### src/rtl/sc_levelseq_pkg.sv
// Shared state encodings and field widths for the level sequencer.
package sc_levelseq_pkg;

    localparam int LEVEL_W = 2;
    localparam int LIVES_W = 2;
    localparam int STATE_W = 3;

    typedef enum logic [STATE_W-1:0] {
        ST_IDLE     = 3'd0,
        ST_HOLD     = 3'd1,
        ST_PLAY     = 3'd2,
        ST_ADVANCE  = 3'd3,
        ST_GAMEOVER = 3'd4,
        ST_WIN      = 3'd5
    } state_t;

    // Gameplay is frozen in every state except PLAY.
    function automatic logic is_frozen(input state_t s);
        return s != ST_PLAY;
    endfunction

endpackage

### src/rtl/sc_hold_timer.sv
// Loadable down-counter that times the level banner; o_done is high at zero.
module sc_hold_timer #(
    parameter int W = 26
) (
    input  logic         SC_COUNTER_CLOCK_50,
    input  logic         SC_COUNTER_RESET_InHigh,
    input  logic         i_load,
    input  logic [W-1:0] i_load_val,
    input  logic         i_en,
    output logic         o_done
);

    logic [W-1:0] r_count;

    always_ff @(posedge SC_COUNTER_CLOCK_50 or posedge SC_COUNTER_RESET_InHigh) begin
        if (SC_COUNTER_RESET_InHigh)
            r_count <= '0;
        else if (i_load)
            r_count <= i_load_val;
        else if (i_en && (r_count != '0))
            r_count <= r_count - W'(1);
    end

    assign o_done = (r_count == '0);

endmodule

### src/rtl/sc_level_sequencer.sv
// Frogger level/lives sequencer: banner hold, level advance, win and game-over.
// Define SC_LEVELSEQ_LIVES_EN to enable the lives counter; otherwise any crash ends the game.
module sc_level_sequencer
    import sc_levelseq_pkg::*;
#(
    parameter int HOLD_CYCLES = 50000000,
    parameter int MAX_LEVEL   = 3,
    parameter int LIVES_INIT  = 3
) (
    input  logic               SC_COUNTER_CLOCK_50,
    input  logic               SC_COUNTER_RESET_InHigh,
    input  logic               start_i,
    input  logic               goal_i,
    input  logic               crash_i,
    output logic [LEVEL_W-1:0] level_o,
    output logic               level_load_o,
    output logic [LIVES_W-1:0] lives_o,
    output logic               hold_o,
    output logic               gameover_o,
    output logic               win_o,
    output logic [STATE_W-1:0] state_o
);

    localparam int                 TMR_W    = (HOLD_CYCLES > 1) ? $clog2(HOLD_CYCLES) : 1;
    localparam logic [TMR_W-1:0]   TMR_LOAD = TMR_W'(HOLD_CYCLES - 1);
    localparam logic [LEVEL_W-1:0] LVL_MAX  = LEVEL_W'(MAX_LEVEL);

`ifdef SC_LEVELSEQ_LIVES_EN
    localparam bit                 LIVES_EN    = 1'b1;
    localparam logic [LIVES_W-1:0] LIVES_START = LIVES_W'(LIVES_INIT);
`else
    // Lives register never leaves zero, so lives_o is effectively tied low.
    localparam bit                 LIVES_EN    = 1'b0;
    localparam logic [LIVES_W-1:0] LIVES_START = LIVES_W'(LIVES_INIT) & '0;
`endif

    state_t               r_state;
    logic [LEVEL_W-1:0]   r_level;
    logic [LIVES_W-1:0]   r_lives;
    logic                 r_load;
    logic                 r_hold;
    logic                 r_gameover;
    logic                 r_win;

    state_t               w_state_nxt;
    logic [LEVEL_W-1:0]   w_level_nxt;
    logic [LIVES_W-1:0]   w_lives_nxt;
    logic                 w_load_nxt;
    logic                 w_tmr_load;
    logic                 w_tmr_en;
    logic                 w_tmr_done;

    assign w_tmr_en = (r_state == ST_HOLD);

    sc_hold_timer #(
        .W (TMR_W)
    ) u_hold_timer (
        .SC_COUNTER_CLOCK_50     (SC_COUNTER_CLOCK_50),
        .SC_COUNTER_RESET_InHigh (SC_COUNTER_RESET_InHigh),
        .i_load                  (w_tmr_load),
        .i_load_val              (TMR_LOAD),
        .i_en                    (w_tmr_en),
        .o_done                  (w_tmr_done)
    );

    // Timer is reloaded on every edge that enters HOLD so the dwell is exact.
    always_comb begin
        w_state_nxt = r_state;
        w_level_nxt = r_level;
        w_lives_nxt = r_lives;
        w_load_nxt  = 1'b0;
        w_tmr_load  = 1'b0;
        case (r_state)
            ST_IDLE, ST_GAMEOVER, ST_WIN: begin
                if (start_i) begin
                    w_state_nxt = ST_HOLD;
                    w_level_nxt = '0;
                    w_lives_nxt = LIVES_START;
                    w_load_nxt  = 1'b1;
                    w_tmr_load  = 1'b1;
                end
            end
            ST_HOLD: begin
                if (w_tmr_done)
                    w_state_nxt = ST_PLAY;
            end
            ST_PLAY: begin
                if (crash_i) begin
                    if (!LIVES_EN || (r_lives <= LIVES_W'(1))) begin
                        w_state_nxt = ST_GAMEOVER;
                        w_lives_nxt = '0;
                    end else begin
                        w_state_nxt = ST_HOLD;
                        w_lives_nxt = r_lives - LIVES_W'(1);
                        w_tmr_load  = 1'b1;
                    end
                end else if (goal_i) begin
                    if (r_level < LVL_MAX) begin
                        w_state_nxt = ST_ADVANCE;
                        w_level_nxt = r_level + LEVEL_W'(1);
                        w_load_nxt  = 1'b1;
                    end else begin
                        w_state_nxt = ST_WIN;
                    end
                end
            end
            ST_ADVANCE: begin
                w_state_nxt = ST_HOLD;
                w_tmr_load  = 1'b1;
            end
            default: w_state_nxt = ST_IDLE;
        endcase
    end

    always_ff @(posedge SC_COUNTER_CLOCK_50 or posedge SC_COUNTER_RESET_InHigh) begin
        if (SC_COUNTER_RESET_InHigh) begin
            r_state    <= ST_IDLE;
            r_level    <= '0;
            r_lives    <= '0;
            r_load     <= 1'b0;
            r_hold     <= 1'b1;
            r_gameover <= 1'b0;
            r_win      <= 1'b0;
        end else begin
            r_state    <= w_state_nxt;
            r_level    <= w_level_nxt;
            r_lives    <= w_lives_nxt;
            r_load     <= w_load_nxt;
            r_hold     <= is_frozen(w_state_nxt);
            r_gameover <= (w_state_nxt == ST_GAMEOVER);
            r_win      <= (w_state_nxt == ST_WIN);
        end
    end

    assign level_o      = r_level;
    assign lives_o      = r_lives;
    assign level_load_o = r_load;
    assign hold_o       = r_hold;
    assign gameover_o   = r_gameover;
    assign win_o        = r_win;
    assign state_o      = r_state;

endmodule
### config.mk
export PLATFORM = sky130hd
export DESIGN_NAME = sc_level_sequencer
export DESIGN_NICKNAME = d
export VERILOG_FILES = /design/src/rtl/sc_levelseq_pkg.sv /design/src/rtl/sc_hold_timer.sv /design/src/rtl/sc_level_sequencer.sv
export SDC_FILE = /design/constraint.sdc
export NUM_CORES = 1
export LEC_CHECK = 0
export CORE_UTILIZATION = 40
export DETAILED_ROUTE_END_ITERATION = 10
export PLACE_DENSITY_LB_ADDON = 0.08
export SYNTH_ARGS = -nofsm -noshare
export SYNTH_HDL_FRONTEND = slang
export SYNTH_SLANG_ARGS = --single-unit
### constraint.sdc
create_clock -name SC_COUNTER_CLOCK_50 -period 5.5 [get_ports SC_COUNTER_CLOCK_50]
set_input_delay 1.1 -clock SC_COUNTER_CLOCK_50 [delete_from_list [all_inputs] [get_ports SC_COUNTER_CLOCK_50]]
set_output_delay 1.1 -clock SC_COUNTER_CLOCK_50 [all_outputs]
set_load 0.01 [all_outputs]
Word-level counts from Yosys, hierarchy flattened

Index checks and enable logic that the tools add are counted.

Bits in read-only memories: 0
Register bits: 37
Memory bits (writable): 0
Output and inout port bits: 11
Bits in latches: 0
Memories: 0

Div/mod/pow operators: 0
$mul: 0
Add/subtract/negate cells: 2
Mux-type cells: 21
Equal/unequal tests: 13
Reductions and logical operators: 9
Bitwise logic cells: 0
$lt $le $gt $ge: 1
Shift-type cells: 0

Operators by type and width:

| cell                                                                    | count |
|---|---|
| 26-bit 2-to-1 mux                                                       | 2 |
| 26-bit zero test                                                        | 1 |
| 26-bit nonzero test                                                     | 1 |
| 26-bit by 1-bit subtractor with 26-bit output, second input constant    | 1 |
| 3-bit 2-to-1 mux                                                        | 5 |
| 3-bit equality test, second input constant                              | 4 |
| 3-bit one-hot mux with 4 select lines                                   | 1 |
| 2-bit 2-to-1 mux                                                        | 5 |
| 2-bit inequality test, second input constant                            | 5 |
| 2-bit one-hot mux with 2 select lines                                   | 2 |
| 3-bit by 2-bit equality test with 1-bit output, second input constant   | 2 |
| 5-bit AND reduction                                                     | 1 |
| 1-bit 2-to-1 mux                                                        | 4 |
| 1-bit one-hot mux with 2 select lines                                   | 2 |
| 2-bit nonzero test                                                      | 2 |
| 3-bit by 1-bit equality test with 1-bit output, second input constant   | 1 |
| 3-bit zero test                                                         | 1 |
| 3-bit by 2-bit inequality test with 1-bit output, second input constant | 1 |
| 3-bit AND reduction                                                     | 1 |
| 3-bit OR reduction                                                      | 1 |
| 2-bit by 1-bit adder with 2-bit output, second input constant           | 1 |
| 2-bit less-than comparator, second input constant                       | 1 |
| 1-bit logical AND                                                       | 1 |

Depth between registers and ports, before layout

Gate-level depths: netlist of the first run.

Depth in word-level cells: 6
Depth in mapped cells: 8
Mapped depth without buffers: 7

By module

Synthesis of the first run repeated with hierarchy kept, for this count alone.

Cells, all modules: 234
Area, all modules: 2133.3 um^2

Modules (own cells, without submodules):

| module             | area each (um^2) | cells each | times used |
|---|---|---|---|
| sc_hold_timer      | 1646.6           | 184        | 1 |
| sc_level_sequencer | 486.7            | 50         | 1 |

Least setup slack after synthesis of the first run

Ideal clock, no wire load.

Kind: reg-to-reg
Start point: reg u_hold_timer.r_count[0]
End point: reg u_hold_timer.r_count[14]
Data arrival time: 2.268 ns
Period minus slack after synthesis: 2.402 ns
Setup time: 0.134 ns
Path slack: 3.098 ns
Stages on the path, launching flop included: 8
Path through: dfrtp_1 > inv_1 > ha_1 > or4b_1 > or4_4 > a2111oi_4 > xnor2_1 > nand2_1

Cells in the longest elaborated chain, start to end: 3

Ends and longest elaborated chain:

| item                                                                                 | RTL line                                 | text |
|---|---|---|
| start, declared                                                                      | sc_hold_timer.sv:13                      | `logic [W-1:0] r_count;` |
| start signal, assigned                                                               | sc_hold_timer.sv:19                      | `r_count <= i_load_val;` |
| start signal, assigned                                                               | sc_hold_timer.sv:21                      | `r_count <= r_count - W'(1);` |
| 26-bit by 1-bit subtractor with 26-bit output or 26-bit nonzero test (tied branches) | sc_hold_timer.sv:21, sc_hold_timer.sv:20 |  |
| 26-bit 2-to-1 mux or 1-bit logical AND (tied branches)                               | sc_hold_timer.sv:20                      | `else if (i_en && (r_count != '0))` |
| 26-bit 2-to-1 mux or 2-bit nonzero test (tied branches)                              | n/a                                      |  |

Parallel ways exist; a longest one is shown, timed or not. The select of a mux whose other input is x is not followed.
A chain may end at the register's enable or synchronous reset.

Worst setup path after layout of the first run

Start point: reg u_hold_timer.r_count[0]
End point: reg u_hold_timer.r_count[2]

The elaborated chain is that of the path after synthesis.

==> results.json, run 1 <==
{
  "outcome": "finished, violations left",
  "violations": "design-rule violations",
  "fp-row-count": 24,
  "worst_slack_ps": 2891,
  "grt_remaining_overflow": 0,
  "endpoint_kind": "register",
  "utilization_pct": 48.27,
  "synth.distinct_cells": 48,
  "grt_usage_pct": 17.97,
  "cts_buffers": 5,
  "synth-seq-cells": 35,
  "drv_slew": 0,
  "ys_top_cells_by_count": "dfrtp_1 (34), nand2_1 (18), nor2_1 (13), a21oi_1 (11), nor3_1 (9)",
  "io_pins": 16,
  "yosysWarnings": 0,
  "powerDensity_mw_per_mm2": 285.1,
  "fillCellCount": 423,
  "first_pass_iters": 9,
  "core_area_mm2": 0.004474,
  "vdd_drop_max_v": 0.0001392,
  "die_x_um": 71.02,
  "gp_congestion": 0.7660,
  "drt_wl_total_um": 3931,
  "skew_ps": 4.793,
  "syn_to_final_growth_pct": 13.33,
  "leakagePower_uw": 0.0007874,
  "die_y_um": 71.02,
  "wl_per_cell_um": 15.12,
  "tritoncts": "yes",
  "cts_resized": 0,
  "viasPerCell": 5.769,
  "cp_top_family": "simple AND/OR/NAND/NOR gates",
  "portBuffers": 13,
  "first_iter_violations": 86,
  "slew_headroom_pct": 49.82,
  "synth.most_common_cell": "dfrtp_1",
  "synth.cell_area_mm2": 0.001906,
  "clk_pin_slew_ps": 70,
  "cts_sinks": 35,
  "dieArea_mm2": 0.005044,
  "crit_arrival_ps": 2750,
  "r2r_end": "u_hold_timer.r_count[2]",
  "start_util_pct": 42.59,
  "cap_violations": 0,
  "clk_latency_ps": 280,
  "postSynthCellCount": 195,
  "drc": 2,
  "r2r_start": "u_hold_timer.r_count[0]",
  "ff2ff_path_depth": 7,
  "crit_start": "u_hold_timer.r_count[0]",
  "postSynthAreaPerCell_um2": 9.772,
  "synth_area_leaders": "dfrtp_1 (45%), xnor2_1 (3.7%), nand2_1 (3.5%), a21oi_1 (2.9%), nor2_1 (2.6%)",
  "grt_pass1_wl_um": 6975,
  "fin_nets": 214,
  "worstHoldPathType": "reg2reg",
  "drive_gt1_share_pct": 10.10,
  "clock_path_buffers": 2,
  "setup_viol_count_final": 0,
  "yosysTopAreaCell": "dfrtp_1",
  "fin_setup_tns_ps": 0,
  "period_needed_ps": 2609,
  "crit_path_top_delay_cell": "or4b_1",
  "postCtsHoldBufs": 0,
  "dp_slack_ps": 2814,
  "antenna_found_initial": 0,
  "path_depth": 7,
  "cp_max_fo": 11,
  "finalHoldViolCount": 0,
  "seq_area_frac_synth_pct": 46.03,
  "htreeDepth": 2,
  "hpwl_um": 2726,
  "tightest_slew_ps": 752.7,
  "cts_setup_buffers": 0,
  "crit_type": "reg2reg",
  "worst-path-buf-inv": 1,
  "max_freq_mhz": 383.3,
  "critPathLaunchType": "register",
  "grt_max_degree": 36,
  "rsz0062_at_grt": "no",
  "crit_end": "u_hold_timer.r_count[2]",
  "synth_flop_cell": "dfrtp_1",
  "antenna_cells": 0,
  "ff2ff_setup_slack_ps": 2890,
  "period_share_pct": 47.43,
  "grt_pass1_vias": 1499,
  "cpPeakStageDelay_ps": 590,
  "async_flop_share_pct": 100.0,
  "via_count": 1500,
  "synth_top_area_share_pct": 44.65,
  "crit_chain": "inv_1 -> ha_1 -> or4b_1 -> nor4_2 -> a21oi_1 -> a211oi_1 -> a31oi_1",
  "cts-root-buf": "clkbuf_8",
  "crit_required_ps": 5640,
  "ant_nets": 0,
  "synth_edf_count": 0
}
-- power by group --
part | total, uW | switching (uW) | leakage [uW] | internal, uW
registers | 327 | 38.0 | 0.000391 | 289
logic | 81.8 | 43.4 | 0.000344 | 38.4
clock network | 207 | 92.3 | 0.0000515 | 114
-- cells by family (layout without fill, tap and decap cells) --
group                    count (synthesis)  after routing  share of synthesized area, %
AO/OA/AOI/OAI                           42             42                         15.76
XOR/XNOR                                 9              9                         4.137
adder cells (fa/ha/maj)                  2              2                         1.313
buffers and inverters                   17             29                         4.333
flip-flops                              35             35                         46.03
multiplexers                             5              5                         2.692
other                                    1              2                        0.1968
AND/OR/NAND/NOR                         84             84                         25.54
-- layer usage --
layer	GRT usage [%]	part of all wire [%]	vias to the layer above	wire [um]
met5	0	0	-	0
met4	6.000	1.4	0	56
met3	4.701	2.8	6	112
met2	30.88	50	21	1959
met1	21.97	46	730	1803
li1	-	-	743	-
-- sequential cells by signal (all words and copies together), names as in the netlist --
signal,flops
u_hold_timer.r_count,26
level_o,2
gameover_o,1
state_o,3
win_o,1
level_load_o,1
hold_o,1
-- through the flow --
stage	cell area [um2]	cells	hold WS [ps]	total power, uW
after global placement	2059	252	466.1	409.5
after detailed placement	2059	252	501.3	414.6
after global routing	2160	260	519.5	654.5
final	2160	260	499.4	615.7
after floorplan	1909	196	445.9	388.4
after CTS	2160	260	511.1	619.8
-- layout make-up --
type	count	area, um2	area share (%)
multi-input combinational	144	949.7	43.97
sequential	35	877.1	40.61
timing repair buffer	15	145.1	6.721
clock buffer	8	100.1	4.635
tap	52	65.06	3.013
inverter	6	22.52	1.043
-- cells in the final DEF (no fill, tap or decap), drive strengths merged, types with 2 or more instances in the layout --
master,instances
nand2,18
inv,6
nor4,7
buf,2
a21oi,11
nand4,3
o21ai,7
ha,2
clkdlybuf4s50,13
and3,2
conb,2
xnor2,8
clkbuf,8
o311ai,3
or4,5
a21o,2
nand3,6
nor2b,2
o41ai,2
a211oi,5
a2111oi,3
a211o,2
nor2,13
a31oi,2
nand2b,5
o31ai,3
nor3,10
or3,6
dfrtp,34
mux2i,4
-- worst min path at each step --
stage | slack, ps | end | from | cells after the start
after floorplan | 450 | u_hold_timer.r_count[18] | u_hold_timer.r_count[18] | 1
after global placement | 470 | u_hold_timer.r_count[18] | u_hold_timer.r_count[18] | 1
after detailed placement | 500 | u_hold_timer.r_count[18] | u_hold_timer.r_count[18] | 1
after global routing | 520 | u_hold_timer.r_count[18] | u_hold_timer.r_count[18] | 1
final | 500 | u_hold_timer.r_count[18] | u_hold_timer.r_count[18] | 1
after CTS | 510 | u_hold_timer.r_count[18] | u_hold_timer.r_count[18] | 1
Power figures use the tool's default switching activity.
==> run 2: changes to the inputs <==
Clock period 5.5 ns to 2.13 ns, I/O delays scaled along.
==> results.json, run 2 (same netlist as run 1, synthesis figures left out) <==
{
  "outcome": "finished, violations left",
  "violations": "design-rule violations, negative setup slack",
  "drc": 2,
  "setup_viol_count_final": 20,
  "worstHoldPathType": "in2async",
  "crit_end": "u_hold_timer.r_count[5]",
  "syn_to_final_growth_pct": 37.82,
  "largest_reg_flops": 26,
  "cp_max_fo": 6,
  "drive_gt1_share_pct": 31.98,
  "period_share_pct": 105.0,
  "clk_pin_slew_ps": 70,
  "drt_wl_total_um": 4626,
  "grt_remaining_overflow": 0,
  "die_x_um": 71.02,
  "crit_arrival_ps": 2400,
  "tightest_slew_ps": 544.9,
  "start_util_pct": 42.59,
  "fp-row-count": 24,
  "portBuffers": 13,
  "period_needed_ps": 2236,
  "crit_type": "reg2reg",
  "vdd_drop_max_v": 0.0006034,
  "leakagePower_uw": 0.001020,
  "grt_pass1_wl_um": 7734,
  "cts_sinks": 35,
  "switching_share_pct": 28.25,
  "crit_required_ps": 2290,
  "viasPerCell": 5.495,
  "antenna_found_initial": 0,
  "internal_power_uw": 1271,
  "first_iter_violations": 101,
  "dieArea_mm2": 0.005044,
  "ff2ff_setup_slack_ps": -110,
  "cts_buffers": 5,
  "finalHoldViolCount": 0,
  "p_comb_share_pct": 25.4,
  "cts-root-buf": "clkbuf_8",
  "core_area_mm2": 0.004474,
  "final_common_cell": "dfrtp_1",
  "crit_start": "u_hold_timer.r_count[0]",
  "powerDensity_mw_per_mm2": 674.3,
  "fin_nets": 253,
  "antenna_cells": 0,
  "via_count": 1643,
  "critPathLaunchType": "register",
  "first_pass_iters": 9,
  "p_switching_uw": 500.3,
  "clk_latency_ps": 280,
  "worst_slack_ps": -106.3,
  "final_cell_mix": "dfrtp_1 (34), buf_4 (33), nand2_1 (18), clkdlybuf4s50_1 (13), nor2_1 (12)",
  "grt_max_degree": 24,
  "ant_nets": 0,
  "htreeDepth": 2,
  "rsz0062_at_grt": "yes",
  "utilization_pct": 58.70,
  "drv_slew": 0,
  "clock_path_buffers": 2,
  "wl_per_cell_um": 15.47,
  "die_y_um": 71.02,
  "grt_usage_pct": 19.82,
  "grt_pass1_vias": 1618,
  "r2r_end": "u_hold_timer.r_count[5]",
  "top_register": "u_hold_timer.r_count",
  "tritoncts": "yes",
  "postCtsHoldBufs": 0,
  "hpwl_um": 3227,
  "endpoint_kind": "register",
  "skew_ps": 6.626,
  "p_seq_share_pct": 45.1,
  "ff2ff_path_depth": 8,
  "cap_violations": 0,
  "r2r_start": "u_hold_timer.r_count[0]",
  "pwr-share-clk_pct": 29.5,
  "gp_congestion": 0.8519,
  "max_freq_mhz": 447.2,
  "hold_ws_ps": 479.6,
  "io_pins": 16,
  "slew_headroom_pct": 63.63
}
==> run 2: changes by cell type in the layout (fill, tap and decap cells not counted), moves of 3 or more <==
cell      delta
nor4_4       +3
buf_4       +31
a211oi_2     +3
a211oi_1     -4
buf_6        +7
==> run 2: worst min-delay path by stage <==
stage	from	end	slack [ps]	cells after the start
floorplan	u_hold_timer.r_count[18]	u_hold_timer.r_count[18]	450	1
CTS	SC_COUNTER_RESET_InHigh	level_load_o	490	2
finish	SC_COUNTER_RESET_InHigh	level_o[1]	480	2
detailed placement	u_hold_timer.r_count[18]	u_hold_timer.r_count[18]	470	1
global placement	u_hold_timer.r_count[18]	u_hold_timer.r_count[18]	470	1
global route	SC_COUNTER_RESET_InHigh	level_o[0]	530	2
==> run 2: power by group through the flow <==
stage / clock network (uW) / registers, uW / logic (uW)
floorplan: 0 / 836 / 173
global placement: 0 / 805 / 368
detailed placement: 0 / 808 / 386
CTS: 540 / 797 / 390
global route: 565 / 808 / 502
finish: 522 / 798 / 451
==> run 2: layout make-up <==
| cell class | instances | area [um2] |
|---|---|---|
| inverters | 6 | 22.52 |
| clock buffers | 8 | 100.1 |
| fillers | 393 | 1848 |
| repair buffers | 54 | 476.7 |
| multi-input cells | 144 | 1085 |
| flip-flops and latches | 35 | 877.1 |
| well taps | 52 | 65.06 |
==> run 2: per-stage QoR <==
stage               setup TNS [ps]  setup slack, ps  power (uW)  std cells  area [um2]
floorplan                   -525.3           -117.0        1010        196        1928
global route                 -4208           -241.3        1874        299        2626
detailed placement          -505.0           -119.6        1194        284        2330
finish                       -1153           -106.3        1771        299        2626
global placement            -128.2           -75.81        1173        284        2330
CTS                         -346.3           -112.3        1726        293        2472
==> run 2: metal layers <==
metal  wire, um  track usage (%)  vias to the layer above
met4         53            6.889                        0
met3        133            3.989                        5
met5          0                0                        -
met2       2311            32.80                       28
met1       2127            25.98                      795
li1           -                -                      815
==> run 2: worst max-delay path, cell delays in order (launching register included) <==
cell and delay, ps:
dfrtp_1 390, inv_2 60, ha_2 160, or4b_4 510, nor4_4 410, a211o_1 260, buf_6 150, xor2_1 130
nand2_1 60
==> run 2: timing repair <==
item	in CTS	in global routing
resized for setup	8	26
setup buffers	1	5
endpoints found under the setup margin	15	29
cloned	0	1
pin swaps	2	13
